--- src/rtl/hslp_acc_stage.sv ---
// Dot-product accumulator behind the HSLP 8x8 approximate multiplier.
// Sums VEC_LEN products and hands back the total and a sticky overflow flag over valid/ready.
module hslp_acc_stage #(
    parameter int PROD_W  = 16,
    parameter int ACC_W   = 24,
    parameter int VEC_LEN = 8,
    parameter bit SAT     = 1'b1
) (
    input  logic              clk,
    input  logic              rst_n,
    input  logic              clr,
    input  logic              in_valid,
    output logic              in_ready,
    input  logic [PROD_W-1:0] prod,
    output logic              out_valid,
    input  logic              out_ready,
    output logic [ACC_W-1:0]  acc_out,
    output logic              ovf
);
    localparam int CW = $clog2(VEC_LEN + 1);
    localparam logic [CW-1:0] LAST = CW'(VEC_LEN - 1);

    typedef enum logic [1:0] {IDLE, ACC, HOLD} state_t;

    state_t           state, state_nxt;
    logic [ACC_W-1:0] acc, acc_nxt;
    logic [CW-1:0]    count;
    logic             ovf_acc, ovf_nxt;
    logic [ACC_W:0]   sum;
    logic             carry, accept, last, done;

    // Handshake signals derive from state alone so in_ready never depends on in_valid.
    assign in_ready  = (state != HOLD);
    assign out_valid = (state == HOLD);
    assign accept    = in_valid && in_ready && !clr;
    assign done      = out_valid && out_ready;
    assign last      = (count == LAST);

    assign sum     = {1'b0, acc} + {{(ACC_W + 1 - PROD_W){1'b0}}, prod};
    assign carry   = sum[ACC_W];
    assign acc_nxt = (SAT && carry) ? {ACC_W{1'b1}} : sum[ACC_W-1:0];
    assign ovf_nxt = ovf_acc | carry;

    always_ff @(posedge clk or negedge rst_n) begin
        if (!rst_n) state <= IDLE;
        else        state <= state_nxt;
    end

    always_comb begin
        state_nxt = state;
        if (clr) begin
            state_nxt = IDLE;
        end else begin
            case (state)
                IDLE, ACC: if (accept) state_nxt = last ? HOLD : ACC;
                HOLD:      if (out_ready) state_nxt = IDLE;
                default:   state_nxt = IDLE;
            endcase
        end
    end

    always_ff @(posedge clk or negedge rst_n) begin
        if (!rst_n) begin
            acc     <= '0;
            count   <= '0;
            ovf_acc <= 1'b0;
            acc_out <= '0;
            ovf     <= 1'b0;
        end else if (clr || done) begin
            // acc_out keeps its last value; ovf reads 0 outside HOLD.
            acc     <= '0;
            count   <= '0;
            ovf_acc <= 1'b0;
            ovf     <= 1'b0;
        end else if (accept) begin
            acc     <= acc_nxt;
            count   <= count + 1'b1;
            ovf_acc <= ovf_nxt;
            if (last) begin
                acc_out <= acc_nxt;
                ovf     <= ovf_nxt;
            end
        end
    end
endmodule

--- config.mk ---
export PLATFORM = sky130hd
export DESIGN_NAME = hslp_acc_stage
export DESIGN_NICKNAME = d
export VERILOG_FILES = /design/src/rtl/hslp_acc_stage.sv
export SDC_FILE = /design/constraint.sdc
export NUM_CORES = 1
export LEC_CHECK = 0
export BUFFER_PORTS_ARGS = -buffer_cell sky130_fd_sc_hd__buf_2
export CAP_MARGIN = 5
export CORE_MARGIN = 1.5
export CORE_UTILIZATION = 58
export CTS_CLUSTER_DIAMETER = 150
export DETAILED_ROUTE_END_ITERATION = 16
export GPL_TIMING_DRIVEN = 0
export PLACE_DENSITY_LB_ADDON = 0.3
export SLEW_MARGIN = 40
export SYNTH_ARGS = -nofsm -noshare
export SYNTH_HDL_FRONTEND = slang
export SYNTH_SLANG_ARGS = --single-unit
export TNS_END_PERCENT = 30
--- constraint.sdc ---
create_clock -name clk -period 3.1 [get_ports clk]
set_clock_uncertainty 0.2 [all_clocks]
set_input_delay 0.62 -clock clk [delete_from_list [all_inputs] [get_ports clk]]
set_output_delay 0.62 -clock clk [all_outputs]
set_load 0.01 [all_outputs]
Word level (Yosys, flattened, before mapping)
Index checks and enable logic that the tools add are counted.
W data, S select, Z words.
Operators by class
  add/sub/neg operators: 2
  equal/unequal tests: 6
  mux-type cells: 15
  bitwise gates (word level): 2
  reductions and logical operators: 12
Operator list (number)
  $mux W24: 3
  $add A24 B16 Y25: 1
  $mux W2: 4
  $mux W4: 2
  $mux W1: 5
  $add A4 B1 Y4 const B: 1
  $eq A4 B3 Y1 const B: 1
  $pmux W2 S2: 1
  $reduce_and A2 Y1: 2
  $reduce_bool A2 Y1: 2
  $logic_and A1 B1 Y1: 3
  $ne A3 B2 Y1 const B: 1
  $ne A3 B3 Y1 const B: 1
  $reduce_and A3 Y1: 1
  $eq A2 B1 Y1 const B: 1
  $eq A2 B2 Y1 const B: 1
  $logic_not A2 Y1: 1
  $ne A2 B2 Y1 const B: 1
  $reduce_or A2 Y1: 1
  $logic_not A1 Y1: 1
  $logic_or A1 B1 Y1: 1
  $not A1 Y1: 1
  $or A1 B1 Y1: 1
Storage, ports and cells
  flip-flop bits (word level): 56
  word-level logic and storage cells: 43

Longest topological paths before layout
Gate-level depths: netlist of the first run.
  depth in word-level cells: 6
  depth in mapped cells: 9
  mapped depth without buffers: 8

Worst setup path after synthesis of the first run
Ideal clock, no wire load.
  path kind: input to register
  from: input prod[0]
  to: register acc_out[21]
  setup time: 0.126 ns
  data arrival time: 2.716 ns
  required time: 2.774 ns
  slack: 0.058 ns
  stages: 8
  cells stage by stage: ha_1 -> fa_1 -> a211oi_1 -> o211ai_1 -> a31o_2 -> o211ai_2 -> nand2_2 -> o32a_1
On the way
  longest elaborated chain between the ends: 2
RTL lines
  start: declaration: line 14  | input logic [PROD_W-1:0] prod,
  $add A24 B16 Y25: line 39  | assign sum = {1'b0, acc} + {{(ACC_W + 1 - PROD_W){1'b0}}, prod};
  $mux W24: line 41  | assign acc_nxt = (SAT && carry) ? {ACC_W{1'b1}} : sum[ACC_W-1:0];
  end signal: assignment: line 80  | acc_out <= acc_nxt;
  end: declaration: line 17  | output logic [ACC_W-1:0] acc_out,
No other way between the ends.
A chain may end at the register's enable or synchronous reset.

Worst setup path after layout of the first run
  from: input prod[0]
  to: register acc_out[11]
Same word-level chain as after synthesis.

==> results.toml, run 1 <==
[sta]
min_period_over_period = 0.956
rsz0062_at_grt = "no"
hold_slack_ps = 131
fin_crit_ps = 2960
tightest_slew_ps = 713
setup_viol = 0
fmax_mhz = 338
hold_violations = 0
drv_slew = 0
slew_headroom = 0.525

[setup_path]
start_kind = "input port"
crit_buf_inv = 2
crit_path_end_kind = "flop"
critPathRequiredTime_ps = 3090
critPathLaunch = "prod[0]"
crit_type = "in -> reg"
critPathSlowestCell = "fa_2"
cp_cell_sequence = "buf_2, ha_1, fa_2, a211oi_2, o211ai_1, a31o_2, o211a_2, buf_4, a21oi_2, o21ai_0"
crit_family = "compound AO/OA/AOI/OAI gates"
timing.rr.start = "acc[0]"
r2r_slack_ps = 170
cpPeakStageDelay_ps = 390
crit_arrival_ps = 2950
cp_max_fo = 10

[yosys]
seq_area_frac_synth = 0.404
synth_compound_area_frac = 0.273
yosys_warnings = 0
synth_mux_area_frac = 0.0152
netlist_area_sq_um = 3470
yosys.area_share.xor_xnor = 0.0379
synthArstFlopShare = 1.00
yosys-top-cells-area = "dfrtp_1, ha_1, o21ai_0"
synth_ff_type = "dfrtp_1"
synth_fa_ha_area_frac = 0.0671
synth_top_area_frac = 0.404
syn-num-nets = 412
yosysUniqueCellTypes = 70
yosysTopAreaCell = "dfrtp_1"
synth_top_family_by_area = "compound AO/OA/AOI/OAI gates"
synth_cells = 373
synth.avg_cell_area_sq_um = 9.30
synth_seq_cells = 56
yosys.area_share.simple = 0.164
synth-edff-count = 0

[global_routing]
grt_max_degree = 57
overflow = 0
grt_pass1_vias = 3096
antenna_found_initial = 0
grt_first_pass_wirelength_mm = 15.0
grt_use_total = 0.304

[detailed_routing]
first_pass_iters = 5
wl_per_cell_microns = 17.7
drc = 0
drtIter0Drc = 291
viasPerCell = 6.36
num_vias = 3212
wl_mm = 8.96
drtAntennaViolNets = 0

[clock_network]
clk_latency_ps = 320
cts_tree = "yes"
numClockSinks = 56
root_buffer = "clkbuf_8"
numCtsBuffers = 5
clockBufferDepth = 2
htree_levels = 2
path_clk_slew_ps = 100

[cells_and_area]
layout-drive-gt1-share = 0.219
final_cells = 505
area_growth_pct = 15.2
mostFrequentLayoutCells = "dfrtp_1, buf_2, nand2_1, o21ai_0, nor2_1"
diodes = 0
layout_commonest_cell = "dfrtp_1"
fin_area_sq_um = 4000
final_nets = 471
n_fill_cell = 439

[power]
p_switching_uw = 587
total_power_uw = 1830
pwr-share-comb = 0.284
pwr_density_cell_nw_per_um2 = 459
swShare = 0.320
peakVddDrop_uv = 313
p_int_uw = 1250
pwr-share-clk = 0.288
p_leak_uw = 0.00189
seqPwrFrac = 0.428

[placement]
dp.cells = 492
place_congestion = 0.912
place_area_sq_um = 3800
dp_hpwl_mm = 6.46
portBuffers = 47

[job]
max_cap_violations = 0

[die]
io_pins = 48
die_h_microns = 80.3
initial_core_util = 0.615
num_rows = 27
coreArea_sq_um = 5640
die_area_sq_um = 6450
die_w_microns = 80.3

[min_path]
hold_class = "in -> async"

[status]
status = "finished clean"
==> area by class of cell <==
class | count | area [sq um] | area share
clock inverter | 1 | 30.0 | 0.00752
inverter | 1 | 3.75 | 0.000940
multi-input combinational | 293 | 1970 | 0.492
timing repair buffer | 52 | 275 | 0.0689
clock buffer | 7 | 96.3 | 0.0241
sequential | 56 | 1400 | 0.351
buffer | 23 | 133 | 0.0332
tap | 72 | 90.1 | 0.0225
==> cells by family (layout without fill, tap and decap cells) <==
family | after synthesis | after routing
buf+inv | 24 | 84
mux | 5 | 5
compound gates | 136 | 136
xor+xnor | 15 | 15
simple gates | 119 | 119
fa+ha+maj | 18 | 18
flops | 56 | 56
==> through the flow <==
stage | setup slack (ps) | utilization | setup TNS [ps]
floorplan | 57.6 | - | 0
detailed placement | -486 | 0.673 | -12500
global route | 40.6 | 0.708 | 0
finish | 138 | 0.708 | 0
CTS | -22.9 | 0.699 | -22.9
global placement | -487 | 0.672 | -11530
==> power groups by stage <==
stage          Sequential, uW  Clock (uW)  Combinational [uW]
3_5_place_dp              800           0                 485
4_1_cts                   786         539                 499
6_report                  786         529                 520
5_1_grt                   791         567                 571
3_3_place_gp              798           0                 473
2_1_floorplan             794           0                 361
==> cell usage after synthesis (all sizes together) (4+ instances only) <==
library cell  count
xnor2            10
o22a              8
xor2              5
dfrtp            56
or3               4
a22o              6
o21ai            42
nor2             31
o21a              8
and3              4
o211ai            7
a21o              9
nor3              7
nand2            46
buf               9
ha               17
a221o             4
a211oi            5
clkbuf           14
nand4            11
a21oi            22
==> repair_timing <==
action,CTS,global route
setup endpoints to repair,29,36
pin swaps,0,4
resized for setup,4,7
setup buffers,0,5
hold buffers,0,0
==> worst register-to-register path, cell delays in order, from the launching register on <==
cell      delay (ps)
dfrtp_1          390
ha_1             210
fa_2             390
a211oi_2         260
o211ai_1         200
a31o_2           300
o211a_2          320
buf_4            220
a21oi_2          190
o21ai_0          120
==> worst paths after layout <==
path / to / cells after the start
setup / recovery: acc_out[11] / 10
hold / removal: acc[7] / 1
setup reg to reg: acc_out[11] / 9
hold reg to reg: acc_out[4] / 2
max in group asynchronous: acc_out[17] / 1
min in group clk: acc_out[4] / 2
==> flip-flops by register name (all words and copies together) (netlist names) <==
signal / cells
acc: 24
acc_out: 24
count: 4
state: 2
ovf: 1
ovf_acc: 1
==> metal layers <==
metal / track usage / share of wire / vias to the layer above
met2: 0.477 / 0.46 / 132
li1: - / - / 1501
met5: 0 / 0 / -
met3: 0.0466 / 0.051 / 22
met4: 0.116 / 0.027 / 0
met1: 0.424 / 0.46 / 1557
Power figures use the tool's default switching activity.
==> run 2: changes to the inputs <==
REMOVE_ABC_BUFFERS = 1   (was unset)
==> run 2 against run 1 <==
  * Combinational power fell by 10%
  * Non-clock buffer count fell by 23
  * Maximum frequency is 1.8% higher
  * Largest cell class unchanged
  * Worst setup slack better by 52 ps
  * Highest routed layer unchanged
  * Critical path depth down 1
  * Cell area down 4.0%
  * First-iteration DRC count fell by 32%
  * Wire length is 11% lower
==> results.toml, run 2 (synthesis results as in run 1) <==
[cells_and_area]
top_regs = "acc (24), acc_out (24), count (4)"
n_fill_cell = 452
multi_input_area_sq_um = 1970
diodes = 0
layout-drive-gt1-share = 0.198
regArea_sq_um = 1400
area_growth_pct = 10.6
layout_commonest_cell = "dfrtp_1"
final_nets = 448
mostFrequentLayoutCells = "dfrtp_1, buf_2, nand2_1, o21ai_0, nor2_1"
fin_area_sq_um = 3840

[setup_path]
critPathRequiredTime_ps = 3120
crit_arrival_ps = 2930
critPathSlowestCell = "dfrtp_1"
crit_path_end_kind = "flop"
cpPeakStageDelay_ps = 400
crit_type = "reg -> reg"
cp_max_fo = 7
start_kind = "flop"
cp_cell_sequence = "ha_1, fa_2, a211oi_2, o211ai_1, a31o_2, o211ai_4, buf_4, o21ai_0, a22o_1"

[sta]
slew_headroom = 0.445
setup_slack_ps = 190
setup_viol = 0
hold_violations = 0
setup_tns_ps = 0
tightest_slew_ps = 833
drv_slew = 0
fin_crit_ps = 2910
rsz0062_at_grt = "no"
fmax_mhz = 344
min_period_over_period = 0.939

[clock_network]
numCtsBuffers = 5
clockBufferDepth = 2
cts_hold_buf = 0
clk_latency_ps = 320
cts_tree = "yes"
path_clk_slew_ps = 110
root_buffer = "clkbuf_8"
htree_levels = 2
numClockSinks = 56

[die]
initial_core_util = 0.615
io_pins = 48
die_h_microns = 80.3
num_rows = 27
coreArea_sq_um = 5640
die_w_microns = 80.3
die_area_sq_um = 6450

[detailed_routing]
viasPerCell = 6.17
first_pass_iters = 4
wl_per_cell_microns = 16.6
drc = 0
drtIter0Drc = 197
drtAntennaViolNets = 0
num_vias = 2974
wl_mm = 8.00

[power]
pwr-share-clk = 0.252
swShare = 0.345
seqPwrFrac = 0.470
peakVddDrop_uv = 300
pwr-share-comb = 0.278
p_int_uw = 1100
p_leak_uw = 0.00179
p_switching_uw = 579
pwr_density_cell_nw_per_um2 = 438

[placement]
preCtsSetupSlack_ps = -481
dp_hpwl_mm = 5.63
place_area_sq_um = 3680
portBuffers = 47
place_congestion = 0.866

[global_routing]
grt_first_pass_wirelength_mm = 13.3
grt_pass1_vias = 2858
grt_max_degree = 57
grt_use_total = 0.265
overflow = 0
antenna_found_initial = 0

[status]
status = "finished clean"

[min_path]
hold_class = "in -> async"

[job]
max_cap_violations = 0
[run 2: repair_timing]
action	4_1_cts	5_1_grt
pin swaps	0	2
hold endpoints to repair	0	0
gates resized for setup	2	5
setup buffers	0	5
endpoints found under the setup margin	8	29
gates cloned	0	0
[run 2: worst paths after layout]
path                            slack, ps  depth (start not counted)         end        from
worst max-delay path                  190                          9     acc[17]      acc[0]
worst min-delay path                  120                          1     acc[10]       rst_n
worst max register to register        190                          9     acc[17]      acc[0]
worst min register to register        280                          2  acc_out[4]  acc_out[4]
max in group asynchronous            2090                          1     acc[13]       rst_n
min in group clk                      280                          2  acc_out[4]  acc_out[4]
[run 2: critical path: cells and delay by family, from the launching register on]
| kind | cells | cell delay, ps |
|---|---|---|
| buffers and inverters | 1 | 170 |
| adders and majority gates | 2 | 620 |
| AOI/OAI and AO/OA | 6 | 1420 |
| DFF | 1 | 400 |
[run 2: power groups by stage]
stage,logic [uW],registers (uW),clock network [uW]
after floorplan,339,795,0
after global placement,436,800,0
after detailed placement,452,802,0
after CTS,457,788,428
after global routing,520,793,455
final,468,789,423
[run 2: metal layers]
| metal | wire length [microns] | vias to the layer above | track usage | share of wire |
|---|---|---|---|---|
| li1 | - | 1459 | - | - |
| met1 | 3820 | 1438 | 0.354 | 0.48 |
| met2 | 3750 | 65 | 0.442 | 0.47 |
| met3 | 334 | 12 | 0.0432 | 0.042 |
| met4 | 98 | 0 | 0.0776 | 0.012 |
| met5 | 0 | - | 0 | 0 |
[run 2: metrics by stage]
step / instances / hold WS (ps) / util / power, uW
4_1_cts: 477 / 155 / 0.670 / 1670
6_report: 482 / 121 / 0.680 / 1680
5_1_grt: 482 / 192 / 0.680 / 1770
2_1_floorplan: 350 / 124 / - / 1130
3_5_place_dp: 469 / 265 / 0.652 / 1250
3_3_place_gp: 469 / 256 / 0.649 / 1240
[run 2: area by class of cell]
| cell class | instances | share of cell area |
|---|---|---|
| repair buffers | 52 | 0.0718 |
| flip-flops and latches | 56 | 0.365 |
| clock inverters | 3 | 0.00620 |
| multi-input cells | 293 | 0.514 |
| inverters | 1 | 0.000978 |
| well taps | 72 | 0.0235 |
| clock buffers | 5 | 0.0179 |
